## config.mk

```make
export PLATFORM = sky130hd
export DESIGN_NAME = train_sequencer_flat
export DESIGN_NICKNAME = d
export VERILOG_FILES = /design/src/rtl/train_sequencer_pkg.sv /design/src/rtl/train_sequencer_if.sv /design/src/rtl/train_sequencer_sat_counter.sv /design/src/rtl/train_sequencer.sv /design/src/flat_wrapper.sv
export SDC_FILE = /design/constraint.sdc
export NUM_CORES = 1
export LEC_CHECK = 0
export CAP_MARGIN = 5
export CELL_PAD_IN_SITES_DETAIL_PLACEMENT = 0
export CELL_PAD_IN_SITES_GLOBAL_PLACEMENT = 1
export CORE_ASPECT_RATIO = 0.5
export CORE_UTILIZATION = 35
export CTS_BUF_LIST = sky130_fd_sc_hd__clkbuf_2 sky130_fd_sc_hd__clkbuf_4 sky130_fd_sc_hd__clkbuf_8
export CTS_CLUSTER_SIZE = 14
export DETAILED_ROUTE_END_ITERATION = 10
export GPL_ROUTABILITY_DRIVEN = 0
export PLACE_DENSITY_LB_ADDON = 0.05
export SETUP_SLACK_MARGIN = 0.5
export SLEW_MARGIN = 20
export SYNTH_ARGS = -nofsm -noshare
export SYNTH_HDL_FRONTEND = slang
export SYNTH_SLANG_ARGS = --single-unit
```

## constraint.sdc

```tcl
create_clock -name CLK -period 4.9 [get_ports CLK]
set_input_delay 0.735 -clock CLK [delete_from_list [all_inputs] [get_ports CLK]]
set_output_delay 0.735 -clock CLK [all_outputs]
set_load 0.01 [all_outputs]
```

## src/rtl/train_sequencer_pkg.sv

```systemverilog
// Shared types and default widths for the linear-regression engine.
// The serial loader, the RAM and the SGD core use the same defaults.
package train_sequencer_pkg;

    localparam int unsigned DEF_ADDR_WIDTH    = 12;
    localparam int unsigned DEF_FEAT_WIDTH    = 4;
    localparam int unsigned DEF_EPOCH_WIDTH   = 8;
    localparam int unsigned DEF_MAX_FEATURES  = 15;
    localparam int unsigned DEF_HOLD_CYCLES   = 500;
    localparam int unsigned DEF_TIMEOUT_WIDTH = 20;
    localparam int unsigned LR_WIDTH          = 4;

    typedef enum logic [2:0] {
        ST_IDLE   = 3'd0,
        ST_CHECK  = 3'd1,
        ST_SER_IN = 3'd2,
        ST_SGD    = 3'd3,
        ST_HOLD   = 3'd4,
        ST_ERROR  = 3'd5
    } state_t;

    typedef enum logic [1:0] {
        ERR_NONE        = 2'd0,
        ERR_CONFIG      = 2'd1,
        ERR_SER_TIMEOUT = 2'd2,
        ERR_SGD_TIMEOUT = 2'd3
    } err_code_t;

endpackage

```

## src/rtl/train_sequencer_if.sv

```systemverilog
// Control/status bundle between the sequencer and the loader, RAM and SGD core.
interface train_sequencer_if
    import train_sequencer_pkg::*;
#(
    parameter int unsigned ADDR_WIDTH  = DEF_ADDR_WIDTH,
    parameter int unsigned FEAT_WIDTH  = DEF_FEAT_WIDTH,
    parameter int unsigned EPOCH_WIDTH = DEF_EPOCH_WIDTH
) ();

    logic                   ser_flag;
    logic                   ser_done;
    logic [ADDR_WIDTH-1:0]  ser_addr;
    logic                   sgd_done;
    logic [ADDR_WIDTH-1:0]  sgd_addr;

    logic                   ser_rst;
    logic                   ram_rst;
    logic                   sgd_rst;
    logic                   sgd_hold;
    logic                   ram_we;
    logic                   ram_oe;
    logic [ADDR_WIDTH-1:0]  ram_addr;

    logic [FEAT_WIDTH-1:0]  cfg_feat;
    logic [ADDR_WIDTH-1:0]  cfg_dp;
    logic [EPOCH_WIDTH-1:0] cfg_epoch;
    logic [LR_WIDTH-1:0]    cfg_lr;

    modport master (
        input  ser_flag, ser_done, ser_addr, sgd_done, sgd_addr,
        output ser_rst, ram_rst, sgd_rst, sgd_hold, ram_we, ram_oe, ram_addr,
        output cfg_feat, cfg_dp, cfg_epoch, cfg_lr
    );

    modport slave (
        output ser_flag, ser_done, ser_addr, sgd_done, sgd_addr,
        input  ser_rst, ram_rst, sgd_rst, sgd_hold, ram_we, ram_oe, ram_addr,
        input  cfg_feat, cfg_dp, cfg_epoch, cfg_lr
    );

endinterface

```

## src/rtl/train_sequencer_sat_counter.sv

```systemverilog
// Up-counter with synchronous clear that sticks at all-ones instead of wrapping.
module sat_counter #(
    parameter int unsigned WIDTH = 8
) (
    input  logic             clk,
    input  logic             rst,
    input  logic             clear,
    input  logic             en,
    output logic [WIDTH-1:0] count
);

    always_ff @(posedge clk) begin
        if (rst || clear) begin
            count <= '0;
        end else if (en && (count != '1)) begin
            count <= count + 1'b1;
        end
    end

endmodule

```

## src/rtl/train_sequencer.sv

```systemverilog
// Run sequencer: latches a configuration on start, then steps load -> train ->
// write-back hold and returns to idle; config errors and stalls park in ERROR.
module train_sequencer
    import train_sequencer_pkg::*;
#(
    parameter int unsigned ADDR_WIDTH    = DEF_ADDR_WIDTH,
    parameter int unsigned MAX_FEATURES  = DEF_MAX_FEATURES,
    parameter int unsigned FEAT_WIDTH    = DEF_FEAT_WIDTH,
    parameter int unsigned EPOCH_WIDTH   = DEF_EPOCH_WIDTH,
    parameter int unsigned HOLD_CYCLES   = DEF_HOLD_CYCLES,
    parameter int unsigned TIMEOUT_WIDTH = DEF_TIMEOUT_WIDTH
) (
    input  logic                   CLK,
    input  logic                   RST,
    input  logic                   start,
    input  logic                   skip_load,
    input  logic [FEAT_WIDTH-1:0]  feat,
    input  logic [ADDR_WIDTH-1:0]  data_points,
    input  logic [EPOCH_WIDTH-1:0] epoch,
    input  logic [LR_WIDTH-1:0]    learn_rate,
    train_sequencer_if.master      ctl,
    output logic                   busy,
    output logic                   done,
    output logic                   err,
    output logic [1:0]             err_code,
    output logic [2:0]             state
);

    localparam int unsigned HOLD_WIDTH = $clog2(HOLD_CYCLES + 1);
    localparam logic [HOLD_WIDTH-1:0] HOLD_LAST = HOLD_WIDTH'(HOLD_CYCLES - 1);

    state_t                 state_q, state_d;
    err_code_t              err_code_q, err_code_d;
    logic                   err_q, done_q, skip_q;
    logic [FEAT_WIDTH-1:0]  feat_q;
    logic [ADDR_WIDTH-1:0]  dp_q;
    logic [EPOCH_WIDTH-1:0] epoch_q;
    logic [LR_WIDTH-1:0]    lr_q;
    logic [TIMEOUT_WIDTH-1:0] wd_count;
    logic [HOLD_WIDTH-1:0]  hold_count;
    logic start_ok, cfg_bad, wd_active, wd_expired;

    assign start_ok   = start && ((state_q == ST_IDLE) || (state_q == ST_ERROR));
    assign cfg_bad    = (feat_q == '0) || (32'(feat_q) > MAX_FEATURES) ||
                        (dp_q == '0) || (epoch_q == '0);
    assign wd_active  = (state_q == ST_SER_IN) || (state_q == ST_SGD);
    assign wd_expired = (wd_count == '1);

    // Watchdog restarts on any state change, so it measures time spent in one phase.
    sat_counter #(.WIDTH(TIMEOUT_WIDTH)) u_watchdog (
        .clk   (CLK),
        .rst   (RST),
        .clear ((state_d != state_q) || !wd_active),
        .en    (wd_active),
        .count (wd_count)
    );

    sat_counter #(.WIDTH(HOLD_WIDTH)) u_hold (
        .clk   (CLK),
        .rst   (RST),
        .clear (state_q != ST_HOLD),
        .en    (state_q == ST_HOLD),
        .count (hold_count)
    );

    always_comb begin
        state_d    = state_q;
        err_code_d = err_code_q;
        case (state_q)
            ST_IDLE:  if (start_ok) state_d = ST_CHECK;
            ST_CHECK: begin
                if (cfg_bad) begin
                    state_d    = ST_ERROR;
                    err_code_d = ERR_CONFIG;
                end else begin
                    state_d = skip_q ? ST_SGD : ST_SER_IN;
                end
            end
            ST_SER_IN: begin
                if (ctl.ser_done) begin
                    state_d = ST_SGD;
                end else if (wd_expired) begin
                    state_d    = ST_ERROR;
                    err_code_d = ERR_SER_TIMEOUT;
                end
            end
            ST_SGD: begin
                if (ctl.sgd_done) begin
                    state_d = ST_HOLD;
                end else if (wd_expired) begin
                    state_d    = ST_ERROR;
                    err_code_d = ERR_SGD_TIMEOUT;
                end
            end
            ST_HOLD:  if (hold_count == HOLD_LAST) state_d = ST_IDLE;
            ST_ERROR: if (start_ok) state_d = ST_CHECK;
            default:  state_d = ST_IDLE;
        endcase
    end

    always_ff @(posedge CLK) begin
        if (RST) begin
            state_q    <= ST_IDLE;
            err_code_q <= ERR_NONE;
            err_q      <= 1'b0;
            done_q     <= 1'b0;
            skip_q     <= 1'b0;
            feat_q     <= '0;
            dp_q       <= '0;
            epoch_q    <= '0;
            lr_q       <= '0;
        end else begin
            state_q    <= state_d;
            err_code_q <= err_code_d;
            err_q      <= (state_d == ST_ERROR);
            done_q     <= (state_q == ST_HOLD) && (state_d == ST_IDLE);
            if (start_ok) begin
                skip_q  <= skip_load;
                feat_q  <= feat;
                dp_q    <= data_points;
                epoch_q <= epoch;
                lr_q    <= learn_rate;
            end
        end
    end

    always_comb begin
        ctl.ser_rst  = 1'b1;
        ctl.ram_rst  = 1'b1;
        ctl.sgd_rst  = 1'b1;
        ctl.sgd_hold = 1'b0;
        ctl.ram_we   = 1'b0;
        ctl.ram_oe   = 1'b0;
        ctl.ram_addr = '0;
        case (state_q)
            ST_CHECK: ctl.ram_rst = 1'b0;
            ST_SER_IN: begin
                ctl.ser_rst  = 1'b0;
                ctl.ram_rst  = 1'b0;
                ctl.ram_we   = !ctl.ser_flag && !ctl.ser_done;
                ctl.ram_addr = ctl.ser_addr;
            end
            ST_SGD: begin
                ctl.ram_rst  = 1'b0;
                ctl.sgd_rst  = 1'b0;
                ctl.ram_oe   = 1'b1;
                ctl.ram_addr = ctl.sgd_addr;
            end
            ST_HOLD: begin
                ctl.ram_rst  = 1'b0;
                ctl.sgd_rst  = 1'b0;
                ctl.sgd_hold = 1'b1;
                ctl.ram_we   = 1'b1;
                ctl.ram_addr = ctl.sgd_addr;
            end
            default: ;
        endcase
    end

    assign busy          = (state_q == ST_CHECK) || (state_q == ST_SER_IN) ||
                           (state_q == ST_SGD) || (state_q == ST_HOLD);
    assign done          = done_q;
    assign err           = err_q;
    assign err_code      = err_code_q;
    assign state         = state_q;
    assign ctl.cfg_feat  = feat_q;
    assign ctl.cfg_dp    = dp_q;
    assign ctl.cfg_epoch = epoch_q;
    assign ctl.cfg_lr    = lr_q;

endmodule

```

## src/flat_wrapper.sv

```systemverilog
// flat-port wrapper written by rule: the top's interface ports become plain ports
module train_sequencer_flat import train_sequencer_pkg::*;
#(
    parameter int unsigned ADDR_WIDTH    = DEF_ADDR_WIDTH,
    parameter int unsigned MAX_FEATURES  = DEF_MAX_FEATURES,
    parameter int unsigned FEAT_WIDTH    = DEF_FEAT_WIDTH,
    parameter int unsigned EPOCH_WIDTH   = DEF_EPOCH_WIDTH,
    parameter int unsigned HOLD_CYCLES   = DEF_HOLD_CYCLES,
    parameter int unsigned TIMEOUT_WIDTH = DEF_TIMEOUT_WIDTH
)
  (CLK, RST, start, skip_load, feat, data_points, epoch, learn_rate, busy, done, err, err_code, state, ctl_ser_flag, ctl_ser_done, ctl_ser_addr, ctl_sgd_done, ctl_sgd_addr, ctl_ser_rst, ctl_ram_rst, ctl_sgd_rst, ctl_sgd_hold, ctl_ram_we, ctl_ram_oe, ctl_ram_addr, ctl_cfg_feat, ctl_cfg_dp, ctl_cfg_epoch, ctl_cfg_lr);
  train_sequencer_if #(.ADDR_WIDTH(ADDR_WIDTH), .FEAT_WIDTH(FEAT_WIDTH), .EPOCH_WIDTH(EPOCH_WIDTH)) ctl_i ();
  input  logic CLK;
  input  logic RST;
  input  logic start;
  input  logic skip_load;
  input  logic [FEAT_WIDTH-1:0] feat;
  input  logic [ADDR_WIDTH-1:0] data_points;
  input  logic [EPOCH_WIDTH-1:0] epoch;
  input  logic [LR_WIDTH-1:0] learn_rate;
  output logic busy;
  output logic done;
  output logic err;
  output logic [1:0] err_code;
  output logic [2:0] state;
  input wire logic [$bits(ctl_i.ser_flag)-1:0] ctl_ser_flag;
  input wire logic [$bits(ctl_i.ser_done)-1:0] ctl_ser_done;
  input wire logic [$bits(ctl_i.ser_addr)-1:0] ctl_ser_addr;
  input wire logic [$bits(ctl_i.sgd_done)-1:0] ctl_sgd_done;
  input wire logic [$bits(ctl_i.sgd_addr)-1:0] ctl_sgd_addr;
  output wire logic [$bits(ctl_i.ser_rst)-1:0] ctl_ser_rst;
  output wire logic [$bits(ctl_i.ram_rst)-1:0] ctl_ram_rst;
  output wire logic [$bits(ctl_i.sgd_rst)-1:0] ctl_sgd_rst;
  output wire logic [$bits(ctl_i.sgd_hold)-1:0] ctl_sgd_hold;
  output wire logic [$bits(ctl_i.ram_we)-1:0] ctl_ram_we;
  output wire logic [$bits(ctl_i.ram_oe)-1:0] ctl_ram_oe;
  output wire logic [$bits(ctl_i.ram_addr)-1:0] ctl_ram_addr;
  output wire logic [$bits(ctl_i.cfg_feat)-1:0] ctl_cfg_feat;
  output wire logic [$bits(ctl_i.cfg_dp)-1:0] ctl_cfg_dp;
  output wire logic [$bits(ctl_i.cfg_epoch)-1:0] ctl_cfg_epoch;
  output wire logic [$bits(ctl_i.cfg_lr)-1:0] ctl_cfg_lr;
  assign ctl_i.ser_flag = ctl_ser_flag;
  assign ctl_i.ser_done = ctl_ser_done;
  assign ctl_i.ser_addr = ctl_ser_addr;
  assign ctl_i.sgd_done = ctl_sgd_done;
  assign ctl_i.sgd_addr = ctl_sgd_addr;
  assign ctl_ser_rst = ctl_i.ser_rst;
  assign ctl_ram_rst = ctl_i.ram_rst;
  assign ctl_sgd_rst = ctl_i.sgd_rst;
  assign ctl_sgd_hold = ctl_i.sgd_hold;
  assign ctl_ram_we = ctl_i.ram_we;
  assign ctl_ram_oe = ctl_i.ram_oe;
  assign ctl_ram_addr = ctl_i.ram_addr;
  assign ctl_cfg_feat = ctl_i.cfg_feat;
  assign ctl_cfg_dp = ctl_i.cfg_dp;
  assign ctl_cfg_epoch = ctl_i.cfg_epoch;
  assign ctl_cfg_lr = ctl_i.cfg_lr;
  train_sequencer #(.ADDR_WIDTH(ADDR_WIDTH), .MAX_FEATURES(MAX_FEATURES), .FEAT_WIDTH(FEAT_WIDTH), .EPOCH_WIDTH(EPOCH_WIDTH), .HOLD_CYCLES(HOLD_CYCLES), .TIMEOUT_WIDTH(TIMEOUT_WIDTH)) u_core (.CLK(CLK), .RST(RST), .start(start), .skip_load(skip_load), .feat(feat), .data_points(data_points), .epoch(epoch), .learn_rate(learn_rate), .ctl(ctl_i), .busy(busy), .done(done), .err(err), .err_code(err_code), .state(state));
endmodule
```

==> metrics.md <==
| Metric | Value |
|---|---|
| Outcome | completed |
| Gr usage total | 0.189 |
| CTS tree | done |
| Initial antenna violation count | 0 |
| PostCTS Resize Cnt | 0 |
| Startpoint types | register |
| WP data arrival | 2780 ps |
| Per-cell routed wire length | 14.3 µm |
| Clock sinks | 65 |
| Hold WS | 461 ps |
| Via count | slightly below 3000 |
| Fin. Hold Viols | 0 |
| RSZ-0062 raised after global routing | false |
| Top FF cell, synth | dfxtp_1 |
| First-pass GRT wire length | 13.2 mm |
| Largest buffer count on any clock path | 2 |
| Max-slew headroom | 0.354 |
| Worst slew pin tran | between 900 and 1000 ps |
| Wirelength, routed | 8.35 mm |
| PortBufs | ~110 |
| Die area | 9120 µm² |
| Fmax | 284 MHz |
| Slowest cell on crit path | nor2_1 |
| Share of cells above drive strength 1 | 0.0784 |
| Die Y | 68.0 µm |
| Area leader, netlist | dfxtp_1 |
| Worst-Skew Late Latency | 340 ps |
| Synth async-reset ratio | 0 |
| Pre-antenna DRT Iters | 4 |
| Clock transition at path regs | 70 ps |
| Nets | ~530 |
| Netlist cell types | ~50 |
| Most frequent cells after synthesis | nand2_1 (71), dfxtp_1 (65), nor2_1 (40) |
| Num rows | 23 |
| Worst path top cell family by delay | simple AND/OR/NAND/NOR gates |
| CTS Hold Bufs | 0 |
| Clock tree root buffer cell | clkbuf_8 |
| Final Setup Violations | 0 |
| Most frequent cell after synthesis | nand2_1 |
| CP max FO | 14 |
| Die W | roughly 130 µm |
| DRT antenna net count | 0 |
| Reg-to-reg setup timing slack | 2230 ps |
| Ports | 113 |
| Cell Pwr Density | 464 nW/µm² |
| Post-CTS setup buffers | 0 |
| Top cells by area, synth | dfxtp_1 (43%), nand2_1 (8.7%), a21oi_1 (5.2%) |
| Mapped Area | 3050 µm² |
| Tightest Hold Check Type | reg -> reg |
| Routed vias/inst | 4.94 |
| Syn Nets | 425 |
| Number of synthesized flops with an enable pin | 0 |
| Avg Cell Area, Syn | 8.41 µm² |
| Largest net degree at the start of global routing | 34 |
| Synth Register Bits | 65 |
| Starting density of the core | 0.371 |
| # DRC | 0 |
| Leakage | 1.60 nW |
| Max stage delay on crit path | 720 ps |
| H-tree Lvls | 3 |
| WP data required | approximately 4200 ps |
| Final slew viol count | 0 |
| Worst path bufs/invs | 2 |
| Crit path kind | reg -> out |
| Register area share after synthesis | 0.426 |
| Area Overhead vs Synth | 46.7% |
| # Max-Cap Violations | 0 |
| Post-synth top area share | 0.426 |
| Critical-path cell list | nand2b_2 -> nor2_1 -> inv_1 -> o32ai_1 -> clkdlybuf4s50_1 |
| Tcrit/Tclk final | 0.718 |
| GRT overflow | 0 |
| Tmin final | ~3500 ps |
| DR iter-0 viols | 112 |
| Ant. Diodes | 0 |
| Peak supply drop | approximately 0.25 mV |
| Post-DP HPWL | 6.19 mm |
| Setup TNS | 0 ps |
| Core area | 8230 µm² |
| Clock Skew | ~9 ps |
| Total CTS buffers | 9 |
| Syn Inst Count | 363 |
| CP endpoint kind | primary output |
| Vias in the first global route | 2765 |
| Yosys Warn Count | 0 |
logic make-up (layout without fill, tap and decap cells):
kind of cell / count (synthesis) / in the layout / synth area share
adder cells (fa/ha/maj): 3 / 3 / 0.0123
multiplexers: 4 / 4 / 0.0131
flip-flops: 65 / 65 / 0.426
XOR/XNOR: 28 / 28 / 0.0804
buffers and inverters: 27 / 136 / 0.0422
AND/OR/NAND/NOR: 176 / 176 / 0.294
AO/OA/AOI/OAI: 60 / 60 / 0.132
through the flow:
stage | util | std cells | setup slack [ps] | area (µm²) | power [mW]
floorplan | - | 363 | 2530 | 3050 | 1.12
global placement | 0.512 | 567 | 1830 | 4210 | 1.50
detailed placement | 0.514 | 568 | 1770 | 4230 | 1.53
CTS | 0.544 | 584 | 1380 | 4480 | 2.10
global route | 0.544 | 584 | 1160 | 4480 | 2.21
finish | 0.544 | 584 | 1380 | 4480 | 2.08
metal layers:
metal | track usage | part of all wire | up-vias
met1 | 0.236 | 0.47 | 1360
met2 | 0.289 | 0.45 | 69
met3 | 0.0837 | 0.073 | 8
met5 | 0 | 0 | -
met4 | 0.0702 | 0.0077 | 0
li1 | - | - | 1448
cell type report:
type	instances	area [µm²]
tap	112	140
sequential	65	1300
clock inverter	5	103
fill	772	3750
clock buffer	11	145
multi-input combinational	271	1620
inverter	6	22.5
timing repair buffer	114	1140
registers in the layout, indices dropped and copies added (netlist names):
signal and count:
u_core.state 3, u_core.done 1, u_core.ctl.cfg_lr 4, u_core.skip_q 1
u_core.u_watchdog.count 20, u_core.err_code 2, u_core.ctl.cfg_feat 4, u_core.ctl.cfg_epoch 8
u_core.ctl.cfg_dp 12, u_core.u_hold.count 9, u_core.err 1
layout by cell type (no fill, tap or decap), drive strengths merged, types with 2 or more instances in the layout:
cell / count
a2111oi: 2
and3b: 2
clkdlybuf4s50: 112
o21ai: 3
a21o: 2
nor2: 44
nor4: 7
dfxtp: 65
a22o: 12
clkbuf: 11
o21a: 2
nand4b: 3
nand3: 13
nand2: 71
and2: 2
xor2: 17
buf: 2
bufinv: 3
and4: 3
nor3: 7
nand2b: 3
a21oi: 33
nor4b: 2
nor2b: 4
a31oi: 3
a221oi: 2
ha: 3
and3: 4
nand4: 5
xnor2: 11
mux2i: 4
inv: 6
nand3b: 2
final timing paths:
path / start / depth (start not counted) / to
worst max-delay path: u_core.state[1] / 5 / ctl_ram_we
worst min-delay path: u_core.ctl.cfg_lr[3] / 2 / u_core.ctl.cfg_lr[3]
worst max register to register: u_core.u_watchdog.count[0] / 7 / u_core.u_watchdog.count[2]
worst min register to register: u_core.ctl.cfg_lr[3] / 2 / u_core.ctl.cfg_lr[3]
power breakdown:
group / internal [mW] / switching (mW) / total [mW]
sequential: 0.610 / 0.0825 / 0.692
combinational: 0.422 / 0.393 / 0.815
clock: 0.357 / 0.213 / 0.570
total: 1.39 / 0.688 / 2.08
worst register-to-register path: stages (launching register included):
cell     delay, ps
dfxtp_1        370
ha_1           180
nand3_1        300
nor3_4         350
a21o_1         400
nor4b_2         90
a21oi_2        710
nor2_1         120
(Power assumes the default switching activity.)
